### src/rtl/conv_mac_7.sv
// conv_mac_7: layer-7 weight/activation multiply-accumulate, one saturated result per kernel.
// Optional build macro CONV7_RELU_EN clamps negative results to zero.
module conv_mac_7 #(
    parameter int DATA_W   = 16,
    parameter int COEFF_W  = 16,
    parameter int ACC_W    = 40,
    parameter int KERN_LEN = 288,
    parameter int SHIFT    = 8,
    parameter int OUT_W    = 16
) (
    input  logic                      ap_clk,
    input  logic                      ap_rst,
    input  logic signed [COEFF_W-1:0] weight_V_dout,
    input  logic                      weight_V_empty_n,
    output logic                      weight_V_read,
    input  logic signed [DATA_W-1:0]  input_V_dout,
    input  logic                      input_V_empty_n,
    output logic                      input_V_read,
    output logic signed [OUT_W-1:0]   output_V_din,
    input  logic                      output_V_full_n,
    output logic                      output_V_write
);
    localparam int PROD_W = DATA_W + COEFF_W;
    localparam int CNT_W  = (KERN_LEN > 1) ? $clog2(KERN_LEN) : 1;
    localparam logic [CNT_W-1:0] CNT_LAST = CNT_W'(KERN_LEN - 1);

    typedef enum logic [1:0] {S_ACC, S_FLUSH, S_OUT} state_t;

    state_t                    r_state;
    state_t                    w_state_nxt;
    logic                      w_fire;
    logic [CNT_W-1:0]          r_cnt;
    logic signed [PROD_W-1:0]  w_w_ext;
    logic signed [PROD_W-1:0]  w_a_ext;
    logic signed [PROD_W-1:0]  r_prod_p1;
    logic                      r_vld_p1;
    logic                      r_first_p1;
    logic signed [ACC_W-1:0]   w_prod_ext;
    logic signed [ACC_W-1:0]   r_acc_p2;
    logic signed [ACC_W-1:0]   w_shifted;

    // Clamp to the OUT_W signed range: in range iff all bits above OUT_W-1 match the sign.
    function automatic logic signed [OUT_W-1:0] sat_out(input logic signed [ACC_W-1:0] v);
        logic signed [OUT_W-1:0] res;
        if (v[ACC_W-1:OUT_W-1] == {(ACC_W-OUT_W+1){v[ACC_W-1]}})
            res = v[OUT_W-1:0];
        else if (v[ACC_W-1])
            res = {1'b1, {(OUT_W-1){1'b0}}};
        else
            res = {1'b0, {(OUT_W-1){1'b1}}};
        return res;
    endfunction

    function automatic logic signed [OUT_W-1:0] relu(input logic signed [OUT_W-1:0] v);
`ifdef CONV7_RELU_EN
        return v[OUT_W-1] ? '0 : v;
`else
        return v;
`endif
    endfunction

    always_ff @(posedge ap_clk or posedge ap_rst) begin
        if (ap_rst)
            r_state <= S_ACC;
        else
            r_state <= w_state_nxt;
    end

    // Both FIFOs pop together; reset gates the pop so nothing is consumed while held.
    always_comb begin
        w_state_nxt    = r_state;
        w_fire         = 1'b0;
        output_V_write = 1'b0;
        case (r_state)
            S_ACC: begin
                w_fire = weight_V_empty_n & input_V_empty_n & ~ap_rst;
                if (w_fire && (r_cnt == CNT_LAST))
                    w_state_nxt = S_FLUSH;
            end
            S_FLUSH: w_state_nxt = S_OUT;
            S_OUT: begin
                output_V_write = output_V_full_n & ~ap_rst;
                if (output_V_full_n)
                    w_state_nxt = S_ACC;
            end
            default: w_state_nxt = S_ACC;
        endcase
    end

    assign weight_V_read = w_fire;
    assign input_V_read  = w_fire;

    assign w_w_ext    = {{DATA_W{weight_V_dout[COEFF_W-1]}}, weight_V_dout};
    assign w_a_ext    = {{COEFF_W{input_V_dout[DATA_W-1]}}, input_V_dout};
    assign w_prod_ext = {{(ACC_W-PROD_W){r_prod_p1[PROD_W-1]}}, r_prod_p1};

    always_ff @(posedge ap_clk or posedge ap_rst) begin
        if (ap_rst) begin
            r_cnt      <= '0;
            r_prod_p1  <= '0;
            r_vld_p1   <= 1'b0;
            r_first_p1 <= 1'b0;
            r_acc_p2   <= '0;
        end else begin
            // stage 1: product capture
            r_vld_p1 <= w_fire;
            if (w_fire) begin
                r_prod_p1  <= w_w_ext * w_a_ext;
                r_first_p1 <= (r_cnt == '0);
                r_cnt      <= (r_cnt == CNT_LAST) ? '0 : r_cnt + 1'b1;
            end
            // stage 2: accumulate, restarting on the first pair of a kernel
            if (r_vld_p1)
                r_acc_p2 <= (r_first_p1 ? '0 : r_acc_p2) + w_prod_ext;
        end
    end

    assign w_shifted    = r_acc_p2 >>> SHIFT;
    assign output_V_din = relu(sat_out(w_shifted));

endmodule

### config.mk
export PLATFORM = sky130hd
export DESIGN_NAME = conv_mac_7
export DESIGN_NICKNAME = d
export VERILOG_FILES = /design/src/rtl/conv_mac_7.sv
export SDC_FILE = /design/constraint.sdc
export NUM_CORES = 1
export LEC_CHECK = 0
export CORE_MARGIN = 5
export CORE_UTILIZATION = 50
export DETAILED_ROUTE_END_ITERATION = 10
export PLACE_DENSITY_LB_ADDON = 0.2
export SLEW_MARGIN = 20
export SYNTH_ARGS = -nofsm -noshare
export SYNTH_HDL_FRONTEND = slang
export SYNTH_SLANG_ARGS = --single-unit
export TNS_END_PERCENT = 30
### constraint.sdc
create_clock -name ap_clk -period 4.5 [get_ports ap_clk]
set_input_delay 0.675 -clock ap_clk [delete_from_list [all_inputs] [get_ports ap_clk]]
set_output_delay 0.675 -clock ap_clk [all_outputs]
set_load 0.05 [all_outputs]
==> results of run 1 <==
==> cells in the mapped netlist, drive strengths merged, types with 3 or more instances <==
library cell / instances / area [µm²]
o21ai: 78 / 401.6
o21bai: 12 / 90.09
nor2: 75 / 281.5
mux2i: 6 / 60.06
and3: 11 / 68.82
xnor2: 46 / 402.9
a21boi: 3 / 22.52
nand3: 24 / 120.1
a21oi: 67 / 342.8
nand2b: 10 / 62.56
a2111oi: 3 / 32.53
a211oi: 11 / 92.58
mux2: 18 / 202.7
a21o: 28 / 214.0
o21a: 6 / 46.30
nand2: 210 / 788.3
a41oi: 3 / 33.79
buf: 3 / 15.02
o211ai: 9 / 67.56
and2: 121 / 758.2
clkbuf: 55 / 230.2
a31oi: 11 / 68.82
xor2: 20 / 175.2
nor2b: 27 / 168.9
nor4: 5 / 31.28
fa: 263 / 5265
or3: 7 / 45.05
nor3: 11 / 55.05
o22ai: 4 / 25.02
nand3b: 3 / 22.52
and4: 3 / 26.28
ha: 123 / 1539
inv: 345 / 1295
nand4: 8 / 50.05
o31ai: 5 / 42.54
dfrtp: 85 / 2127
==> cells by family (layout without fill, tap and decap cells) <==
group	Yosys count	count (layout)
compound gates	258	258
xor+xnor	66	66
fa+ha+maj	386	386
buf+inv	404	657
flops	85	85
mux	24	24
simple gates	525	525
==> path summary, 6_finish.rpt <==
| check | startpoint | endpoint | slack [ns] |
|---|---|---|---|
| min | r_state[0] | r_state[1] | 0.48 |
| max | weight_V_dout[6] | r_prod_p1[29] | -1.36 |
| max reg2reg | r_first_p1 | r_acc_p2[28] | 0.80 |
| max in group asynchronous | ap_rst | r_prod_p1[9] | 3.15 |
| min in group asynchronous | ap_rst | r_cnt[8] | 0.59 |
| min reg2reg | r_state[0] | r_state[1] | 0.48 |
==> layer usage <==
metal	vias to the layer above	share of wire	global-route usage
met3	80	0.045	0.02042
met2	361	0.47	0.3709
li1	5977	-	-
met5	-	0	0
met1	6130	0.45	0.3091
met4	0	0.028	0.06500
==> stage by stage <==
stage	setup WS, ns	instance area (µm²)
2_1_floorplan	-1.361	15770
3_3_place_gp	-2.049	17920
3_5_place_dp	-2.186	17920
4_1_cts	-1.333	19020
5_1_grt	-1.549	19270
6_report	-1.363	19270
==> timing repair <==
action,in CTS,in global routing
gates resized for setup,212,78
endpoints found under the setup margin,26,26
endpoints found under the hold margin,0,0
pin swaps,89,63
gates cloned,14,0
hold buffers,0,0
buffers inserted,39,14
==> worst max-delay path, cell delays in order <==
cell,delay [ns]
buf_8,0.10
buf_12,0.12
buf_4,0.14
and2_4,0.16
fa_1,0.52
fa_1,0.45
fa_1,0.54
fa_1,0.52
fa_1,0.53
inv_2,0.04
fa_1,0.51
inv_2,0.05
ha_4,0.21
and4_4,0.16
and2_4,0.13
and3_4,0.17
a211oi_4,0.24
o21ai_2,0.12
a221oi_4,0.34
a21oi_2,0.11
mux2i_1,0.16
nand3_1,0.09
==> final cells by class <==
cell class	count	area [µm²]
Sequential cell	85	2128
Clock inverter	7	105.1
Inverter	346	1303
Fill cell	2511	11320
Multi-Input combinational cell	1259	12340
Timing Repair Buffer	295	2679
Clock buffer	9	225.2
Tap cell	396	495.5
==> sequential cells by signal, indices dropped and copies added, names as in the netlist <==
name and flops:
r_vld_p1 1, r_cnt 9, r_acc_p2 40, r_state 2, r_first_p1 1, r_prod_p1 32
==> flow_summary.yaml, run 1 <==
status:
  outcome: "finished with violations"
  violations: "negative setup slack"
synthesis:
  synth_xor_xnor_area_share: 0.03722
  synth.ff_latch_count: 85
  synth-compound-area-share: 0.1063
  syn_inst: 1748
  synth_edf_count: 0
  synth_warnings: 0
  synth_top_family_by_area: "adder cells"
  synthAdderAreaFrac: 0.4381
  synthSimpleGateAreaFrac: 0.1650
  yosysUniqueCellTypes: 72
  synth_ff_type: "dfrtp_1"
  synthMuxAreaShare: 0.01692
  synth-seq-area-share: 0.1370
  syn_nets: 2171
  syn_area_per_cell_um2: 8.884
  syn-cell-area_mm2: 0.01553
  synthArstFlopShare: 1.000
worst_setup_path:
  startpoint_type: "primary input"
  reg2reg_depth: 13
  arrival_ns: 6.09
  path_max_fanout: 4
  critPathKind: "primary input to flop"
  required_ns: 4.73
  crit_path_end_kind: "flop"
grt:
  grt_use_total: 0.2213
  grt_pass1_wl_mm: 63.45
  antenna_found_initial: 0
  overflow: 0
  grt_max_degree: 63
  grt_pass1_vias: 13150
sta:
  setup_violations: 24
  finalCritPeriodShare: 1.303
  fin_ws_ns: -1.363
  slew_viol_final: 0
  relSlewSlack: 0.5186
  hold_slack_ns: 0.4813
  fin_worst_skew_ns: 0.01149
  fin_crit_ns: 5.863
  hold_viol_final: 0
  tightest_slew_ns: 0.7221
  final.setup.tns_ns: -23.61
  rsz0062_at_grt: "true"
  timing.fmax_ghz: 0.1706
floorplanning:
  io_pins: 56
  core-area_mm2: 0.03059
  rows: 64
  die_area_mm2: 0.03468
  initial_core_util: 0.5077
  dieHeight_um: 186.2
  chipWidth_um: 186.2
finish:
  fin_cells: 2397
  drive_above_1_share: 0.2184
  syn_to_final_growth_pct: 24.11
  postLayoutCoreUtil: 0.6301
  num_antenna_cells: 0
  final_common_cell: "inv_1"
  final_cell_mix: "inv_1 (323), fa_1 (245), nand2_1 (202), buf_4 (201), ha_1 (111)"
  nets: 2419
route:
  wl_mm: 37.63
  viasPerCell: 5.235
  wl_per_cell_um: 15.70
  drc: 0
  drt-initial-drc-count: 707
  first_pass_iters: 5
  ant_nets: 0
  vias: 12550
placed_design:
  port_buffers: 55
  dp_hpwl_mm: 28.95
  dpl.cell_count: 2316
  gp_congestion: 0.8892
hold_path:
  min_path_cells: 1
  hp-class: "flop to flop"
cts:
  path_clk_slew_ns: 0.07
  clk_latency_ns: 0.34
  cts_tree: "built"
  cts_num_sinks: 85
  htreeDepth: 3
  clockRootBuffer: "clkbuf_16"
  cts_buffers: 9
  cts.path.max_buffers: 2
flow_run:
  drv_cap: 0
Power of run 1 is left out: the tool's default activity adds up to more than one toggle a clock period on the data nets, which glitch-free logic cannot reach.
==> inputs of run 2 (changes only) <==
--- a/config.mk
+++ b/config.mk
@@ -5,8 +5,10 @@
 export SDC_FILE = /design/constraint.sdc
 export NUM_CORES = 1
 export LEC_CHECK = 0
+export CORE_ASPECT_RATIO = 1.1
 export CORE_MARGIN = 5
 export CORE_UTILIZATION = 50
+export CTS_BUF_LIST = sky130_fd_sc_hd__clkbuf_4
 export DETAILED_ROUTE_END_ITERATION = 10
 export PLACE_DENSITY_LB_ADDON = 0.2
 export SLEW_MARGIN = 20
==> constraint.sdc (replaced) <==
create_clock -name ap_clk -period 7.45 [get_ports ap_clk]
set_input_delay 1.1175 -clock ap_clk [delete_from_list [all_inputs] [get_ports ap_clk]]
set_output_delay 1.1175 -clock ap_clk [all_outputs]
set_load 0.05 [all_outputs]
==> run 2 against run 1 <==
Clock-buffer cell count is 2 higher; the run now ends clean; worst hold slack worse by 0.0019 ns; non-clock buffer count is 177 lower; critical path type unchanged; die area hardly changed; cell count is 6.6% lower; first-iteration DRC count is 1.3% higher; wire length is 11% lower; via count is 7.5% lower.
==> flow_summary.yaml, run 2 (synthesis results as in run 1) <==
worst_setup_path:
  startpoint_type: "primary input"
  required_ns: 7.78
  arrival_ns: 7.28
  r2r-start: "r_first_p1"
  critPathKind: "primary input to flop"
  path_max_fanout: 11
  regToRegSetupSlack_ns: 3.88
  reg2reg_depth: 14
  timing.rr.end: "r_acc_p2[28]"
  crit_path_end_kind: "flop"
finish:
  syn_to_final_growth_pct: 9.708
  final.fill_count: 2833
  final_common_cell: "inv_1"
  nets: 2242
  ff_latch_area_mm2: 0.002128
  largest_reg_flops: 40
  postLayoutCoreUtil: 0.5568
  drive_above_1_share: 0.06579
  multiInputGateArea_mm2: 0.01187
  final_cell_mix: "inv_1 (344), fa_1 (263), nand2_1 (210), ha_1 (123), and2_1 (120)"
  reg.largest.list: "r_acc_p2 (40), r_prod_p1 (32), r_cnt (9)"
  top_register: "r_acc_p2"
cts:
  htreeDepth: 3
  clockRootBuffer: "clkbuf_4"
  cts_setup_buffers: 0
  post_cts_resize_count: 0
  cts_num_sinks: 85
  cts_buffers: 9
  postCtsHoldBufs: 0
  path_clk_slew_ns: 0.12
  clk_latency_ns: 0.45
  cts_tree: "built"
  cts.path.max_buffers: 2
route:
  drt-initial-drc-count: 716
  ant_nets: 0
  wl_mm: 33.65
  first_pass_iters: 5
  drc: 0
  viasPerCell: 5.184
  vias: 11610
  wl_per_cell_um: 15.03
sta:
  fin_worst_skew_ns: 0.01854
  timing.fmax_ghz: 0.1440
  rsz0062_at_grt: "false"
  finalCritPeriodShare: 0.9322
  slew_viol_final: 0
  tightest_slew_ns: 0.7663
  setup_violations: 0
  fin_ws_ns: 0.5054
  relSlewSlack: 0.4891
  fin_crit_ns: 6.945
  hold_viol_final: 0
hold_path:
  hp-class: "flop to flop"
  min_path_cells: 1
  min_to: "r_state[1]"
  hp-start: "r_state[0]"
grt:
  grt_pass1_vias: 12090
  grt_use_total: 0.2027
  grt_max_degree: 86
  grt_pass1_wl_mm: 58.56
  antenna_found_initial: 1
  overflow: 0
placed_design:
  gp_congestion: 0.8660
  dp_hpwl_mm: 28.33
  port_buffers: 55
  preCtsSetupSlack_ns: -0.03371
floorplanning:
  initial_core_util: 0.5075
  dieHeight_um: 194.8
  io_pins: 56
  chipWidth_um: 178.0
  die_area_mm2: 0.03469
  core-area_mm2: 0.03060
  rows: 67
status:
  outcome: "complete, no violations"
flow_run:
  drv_cap: 0
run 2: cell count changes in the layout (fill, tap and decap cells not counted), moves of 12 or more:
cell,delta
buf_6,-34
a21oi_2,-12
fa_1,+18
inv_2,-20
clkdlybuf4s50_1,+33
fa_2,-18
inv_1,+21
a21oi_1,+13
and2_1,+14
buf_4,-144
ha_1,+12
and2_4,-14
run 2: how the worst max path moves through the flow:
| stage | from | endpoint | slack, ns |
|---|---|---|---|
| after global placement | input_V_dout[4] | r_prod_p1[29] | 0.08 |
| after global routing | input_V_dout[4] | r_prod_p1[27] | 0.13 |
| after detailed placement | input_V_dout[4] | r_prod_p1[27] | -0.03 |
| after CTS | input_V_dout[4] | r_prod_p1[29] | 0.51 |
| after floorplan | weight_V_dout[15] | r_prod_p1[31] | 0.63 |
| final | input_V_dout[4] | r_prod_p1[29] | 0.51 |
run 2: cell type report:
type / instances / area share
multi-input cells: 1259 / 0.6964
flip-flops and latches: 85 / 0.1249
inverters: 346 / 0.07630
repair buffers: 118 / 0.06396
well taps: 414 / 0.03040
clock buffers: 11 / 0.004847
clock inverters: 5 / 0.003011
diodes: 1 / 0.0001469
run 2: worst max-delay path: stages:
cell and delay [ns]:
clkdlybuf4s50_1 0.71, nand2_1 0.21, fa_1 0.56, inv_1 0.07, fa_1 0.48, inv_1 0.05, fa_1 0.51, inv_1 0.06
fa_1 0.49, fa_1 0.49, inv_1 0.05, fa_1 0.48, inv_1 0.04, ha_1 0.28, and4_1 0.21, and2_1 0.16
and3_1 0.17, a211oi_1 0.19, o21ai_0 0.19, a221oi_1 0.27, buf_4 0.16, a21oi_1 0.08, mux2i_1 0.15, nand3_1 0.09
run 2: routing by layer:
metal / global-route usage / vias up / part of all wire
li1: - / 5634 / -
met1: 0.3005 / 5675 / 0.49
met2: 0.3279 / 258 / 0.46
met3: 0.01438 / 41 / 0.035
met4: 0.04499 / 0 / 0.015
met5: 0 / - / 0
run 2: stage by stage:
stage	setup TNS, ns	hold slack, ns	cells	instance area [µm²]
final	0	0.4794	2239	17040
after global placement	0	0.4640	2222	16890
after detailed placement	-0.05668	0.4654	2222	16890
after CTS	0	0.4835	2238	17030
after floorplan	0	0.4453	1748	15530
after global routing	0	0.5151	2239	17040
Power of run 2 is left out for the same reason.
